## src/rtl/and_mask_stage.sv

```systemverilog
// and_mask_stage: serialises a received M-bit word into bytes (LSB first),
// masks each byte and hands it to a UART transmitter with a start/done
// handshake.
// Optional build macro AND_MASK_LFSR_EN: when defined, the mask comes from
// an 8-bit Fibonacci LFSR that persists across words. When undefined, the
// mask is 8'hFF, so bytes pass through unchanged, and no LFSR is built.
module and_mask_stage #(
  parameter int         M    = 8,
  parameter logic [7:0] SEED = 8'hA5
) (
  input  logic         clk,
  input  logic         RstFSM,
  input  logic         AndEnable,
  input  logic [M-1:0] RxWord,
  input  logic         TxDone,
  output logic [7:0]   TxData,
  output logic         TxStart,
  output logic         AndDone,
  output logic         Busy
);

  localparam int NB = M / 8;
  localparam int IW = (NB > 1) ? $clog2(NB) : 1;
  localparam logic [IW-1:0] LAST_IDX = IW'(NB - 1);

  typedef enum logic [2:0] {
    S_IDLE    = 3'd0,
    S_LOAD    = 3'd1,
    S_MASK    = 3'd2,
    S_WAIT_TX = 3'd3,
    S_DONE    = 3'd4
  } state_t;

  state_t         r_state;
  state_t         w_state_nxt;
  logic [IW-1:0]  r_idx;
  logic [IW-1:0]  w_idx_nxt;
  logic [M-1:0]   r_word;
  logic [M-1:0]   w_word_nxt;
  logic [7:0]     r_tx_data;
  logic [7:0]     w_tx_data_nxt;
  logic           r_tx_start;
  logic           w_tx_start_nxt;
  logic           r_and_done;
  logic           w_and_done_nxt;
  logic           r_busy;
  logic [7:0]     w_byte;
  logic [7:0]     w_mask;

`ifdef AND_MASK_LFSR_EN
  logic [7:0] r_lfsr;
  logic       w_lfsr_step;

  // One Fibonacci step: shift left, feedback taps 7,5,4,3.
  function automatic logic [7:0] lfsr_next(input logic [7:0] s);
    return {s[6:0], s[7] ^ s[5] ^ s[4] ^ s[3]};
  endfunction

  // The LFSR advances only when a byte is actually launched (MASK, not aborting).
  assign w_lfsr_step = (r_state == S_MASK) && AndEnable;
  assign w_mask      = r_lfsr;

  // LFSR register: seeded on reset, self-heals from the all-zero lock-up state.
  always_ff @(posedge clk or negedge RstFSM) begin
    if (!RstFSM) begin
      r_lfsr <= SEED;
    end else if (r_lfsr == 8'h00) begin
      r_lfsr <= SEED;
    end else if (w_lfsr_step) begin
      r_lfsr <= lfsr_next(r_lfsr);
    end else begin
      r_lfsr <= r_lfsr;
    end
  end
`else
  assign w_mask = 8'hFF;
`endif

  // Select the byte of the captured word addressed by the byte index.
  always_comb begin
    w_byte = 8'h00;
    for (int b = 0; b < NB; b++) begin
      w_byte = (r_idx == IW'(b)) ? r_word[8*b +: 8] : w_byte;
    end
  end

  // Next-state and next-output logic; AndEnable low aborts any active transfer.
  always_comb begin
    w_state_nxt    = r_state;
    w_idx_nxt      = r_idx;
    w_word_nxt     = r_word;
    w_tx_data_nxt  = r_tx_data;
    w_tx_start_nxt = 1'b0;
    w_and_done_nxt = 1'b0;
    case (r_state)
      S_IDLE: begin
        if (AndEnable) begin
          w_state_nxt = S_LOAD;
        end else begin
          w_state_nxt = S_IDLE;
        end
      end
      S_LOAD: begin
        if (!AndEnable) begin
          w_state_nxt = S_IDLE;
        end else begin
          w_word_nxt  = RxWord;
          w_idx_nxt   = '0;
          w_state_nxt = S_MASK;
        end
      end
      S_MASK: begin
        if (!AndEnable) begin
          w_state_nxt = S_IDLE;
        end else begin
          w_tx_data_nxt  = w_byte & w_mask;
          w_tx_start_nxt = 1'b1;
          w_state_nxt    = S_WAIT_TX;
        end
      end
      S_WAIT_TX: begin
        if (!AndEnable) begin
          w_state_nxt = S_IDLE;
        end else if (TxDone) begin
          if (r_idx == LAST_IDX) begin
            w_and_done_nxt = 1'b1;
            w_state_nxt    = S_DONE;
          end else begin
            w_idx_nxt   = r_idx + 1'b1;
            w_state_nxt = S_MASK;
          end
        end else begin
          w_state_nxt = S_WAIT_TX;
        end
      end
      S_DONE: begin
        if (!AndEnable) begin
          w_state_nxt = S_IDLE;
        end else begin
          w_and_done_nxt = 1'b1;
          w_state_nxt    = S_DONE;
        end
      end
      default: begin
        w_state_nxt = S_IDLE;
      end
    endcase
  end

  // State register.
  always_ff @(posedge clk or negedge RstFSM) begin
    if (!RstFSM) begin
      r_state <= S_IDLE;
    end else begin
      r_state <= w_state_nxt;
    end
  end

  // Datapath and registered outputs; reset clears any pending pulse at once.
  always_ff @(posedge clk or negedge RstFSM) begin
    if (!RstFSM) begin
      r_idx      <= '0;
      r_word     <= '0;
      r_tx_data  <= 8'h00;
      r_tx_start <= 1'b0;
      r_and_done <= 1'b0;
      r_busy     <= 1'b0;
    end else begin
      r_idx      <= w_idx_nxt;
      r_word     <= w_word_nxt;
      r_tx_data  <= w_tx_data_nxt;
      r_tx_start <= w_tx_start_nxt;
      r_and_done <= w_and_done_nxt;
      r_busy     <= (w_state_nxt != S_IDLE);
    end
  end

  assign TxData  = r_tx_data;
  assign TxStart = r_tx_start;
  assign AndDone = r_and_done;
  assign Busy    = r_busy;

endmodule

```

## config.mk

```make
export PLATFORM = sky130hd
export DESIGN_NAME = and_mask_stage
export DESIGN_NICKNAME = d
export VERILOG_FILES = /design/src/rtl/and_mask_stage.sv
export SDC_FILE = /design/constraint.sdc
export NUM_CORES = 1
export LEC_CHECK = 0
export ABC_AREA = 1
export CAP_MARGIN = 5
export CORE_MARGIN = 1
export CORE_UTILIZATION = 35
export CTS_BUF_LIST = sky130_fd_sc_hd__clkbuf_8
export DETAILED_ROUTE_END_ITERATION = 8
export DONT_BUFFER_PORTS = 1
export GPL_TIMING_DRIVEN = 0
export MAX_ROUTING_LAYER = met4
export SYNTH_ARGS = -nofsm -noshare
export SYNTH_HDL_FRONTEND = slang
export SYNTH_SLANG_ARGS = --single-unit
```

## constraint.sdc

```tcl
create_clock -name clk -period 1.8 [get_ports clk]
set_input_delay 0.27 -clock clk [delete_from_list [all_inputs] [get_ports clk]]
set_output_delay 0.27 -clock clk [all_outputs]
set_load 0.005 [all_outputs]
```

==> reports/metrics.cfg <==
[drt]
routed.top_layer=met4
wl_met1_um=693
drt_wl_total_um=1550
ant_nets=0
wl_met3_um=42
wl_per_cell_um=12.2
dr_wl_met2_um=786
drc=0
viasPerCell=4.65
dr_total_vias=590
dr.first_iter.drc_count=12
drtPass1Iterations=4

[logic_synthesis]
synth-warning-count=0
syn_area_um2=891
synth_seq_area_share_pct=61.8
yosys-top-cells-area=dfrtp_1 62%, nand2_1 18%, nand3_1 6.2%
synth_top_family_by_area=simple AND/OR/NAND/NOR gates
ys_ff_latch=22
synthMuxAreaShare_pct=0
yosys.area.top_type=dfrtp_1
yosys.area_share.simple_pct=33.1
synth_xor_area_share_pct=0
synth-adder-area-share_pct=0
yosysTopAreaCellShare_pct=61.8
syn_nets=106
avgSynthCellArea_um2=9.48
synthCells=94
synth-compound-area-share_pct=1.26
ys_types=14

[sta]
final.period_utilization_pct=65.7
finalSetupViolCount=0
slew_headroom_pct=35.9
slew_viol_final=0
worst_pin_slew_ns=0.958
max_freq_ghz=0.846
rsz0062_at_grt=no
finalSetupTns_ns=0
skew_ns=0.00295
min_period_ns=1.18
hold_viol=0

[cells_and_area]
drive_gt1_share_pct=13.1
antennaDiodeCount=0
area_delta_synth_final_pct=13.1
nets=112
final_area_mm2=0.00101
fin_cells=127

[global_route]
grt_pass1_wl_um=2640
grt_max_degree=23
grt_pass1_vias=618
track_usage_pct=14.0
antenna_found_initial=0
grt-ovfl-total=0

[power_and_ir_drop]
leakagePower_uw=0.000550
powerDensity_mw_per_mm2=1350
vdd_drop_max_mv=0.582

[critical_path]
reg2reg_setup_slack_ns=0.63
critical_path_class=in -> async
critical_path_required_ns=2.06
r2r_end=r_word[5]
critPathMaxFanout=22
cpPeakStageDelay_ns=1.17
path_delay_family=buffers and inverters
critical_path_depth=1
critPathSlowestCell=dlygate4sd3_1
path_buf_inv=1
critPathCapture=AndDone
path_cells=dlygate4sd3_1
end_kind=async pin
r2r_cells=6
cp.arrival_ns=1.44
cp-start-kind=primary input
crit_start=RstFSM
r2r_start=r_state[2]

[placement]
placed_area_um2=926
placedCellCount=122
hpwl_um=1100
gp_congestion=0.777
port_buffers=0

[clocking]
clk_latency_ns=0.26
cts_tree=done
clockRootBuffer=clkbuf_8
htree_levels=1
cts_resized=0
clockBufferDepth=2
clkSlewWorstSetupHoldPaths_ns=0.08
postCtsSetupBuffers=0
cts_made_buffers=3
cts_hold_repair.buffers=1
clock-sinks=22

[die]
num_rows=17
die_area_mm2=0.00275
start_util_pct=38.8
fp.dieH_um=52.5
die_w_um=52.5
coreArea_mm2=0.00230
boundaryPins=23

[worst_hold_path]
hold_path_depth=2
min_path_type=in -> reg

[run]
maxCapViolCount=0

[status]
status=finished, final reports clean

## per-layer routing
metal / global-route usage [%] / up-vias
met5: - / -
met4: 7.89 / 0
met3: 2.61 / 4
met2: 21.5 / 13
met1: 17.1 / 273
li1: - / 300
## worst min path at each step
| stage | startpoint | end |
|---|---|---|
| final | RxWord[3] | r_word[3] |
| after global routing | RxWord[6] | r_word[6] |
| after CTS | RxWord[3] | r_word[3] |
| after detailed placement | RstFSM | TxData[1] |
| after global placement | RstFSM | AndDone |
| after floorplan | RstFSM | AndDone |
## flip-flops by register name, summed over array words and instances, names as in the netlist
name and cells:
TxData 8, r_word 8, r_state 3, AndDone 1, Busy 1, TxStart 1
## power breakdown
group / leakage, µW / total [µW] / switching (µW) / internal [µW]
Clock: 0.0000357 / 456 / 159 / 297
Sequential: 0.000282 / 725 / 91.6 / 633
Combinational: 0.000233 / 183 / 112 / 71.4
Total: 0.000550 / 1360 / 363 / 1000
## final cells by class
class	count	area (µm²)
inverter	9	33.8
sequential	22	551
fill	224	1290
timing repair buffer	1	10.0
multi-input combinational	63	307
clock inverter	1	30.0
clock buffer	3	41.3
tap	28	35.0
## per-stage QoR
| stage | setup WS (ns) | power, µW | util (%) | hold WS [ns] |
|---|---|---|---|---|
| 6_report | 0.617 | 1360 | 43.8 | 0.139 |
| 5_1_grt | 0.386 | 1460 | 43.8 | 0.141 |
| 4_1_cts | 0.534 | 1380 | 43.8 | 0.139 |
| 3_5_place_dp | 0.619 | 915 | 40.3 | -0.0250 |
| 3_3_place_gp | 0.658 | 906 | 40.3 | -0.0251 |
| 2_1_floorplan | 0.755 | 869 | - | -0.0256 |
## placed cells by master (no fill, tap or decap)
master          n
nand2_1        42
dfrtp_1        22
nand3_1        11
inv_1           6
inv_2           3
clkbuf_8        3
nor2_1          2
nor2_2          1
nand4_4         1
nand2_2         1
nor2_8          1
nand3_2         1
o21ai_0         1
nand2_4         1
a31oi_1         1
bufinv_16       1
dlygate4sd3_1   1
## cells in the mapped netlist
library cell	number
o21ai_0	1
nor2_8	1
nand3_2	1
nand2_4	1
nand4_4	1
inv_1	6
nor2_2	1
dfrtp_1	22
nand3_1	11
a31oi_1	1
inv_2	3
nand2_2	1
nand2_1	42
nor2_1	2
## cells by family after synthesis
kind of cell | after synthesis
AND/OR/NAND/NOR | 61
buffers and inverters | 9
AO/OA/AOI/OAI | 2
flip-flops | 22
No activity file was read; power rests on OpenSTA's default activity.
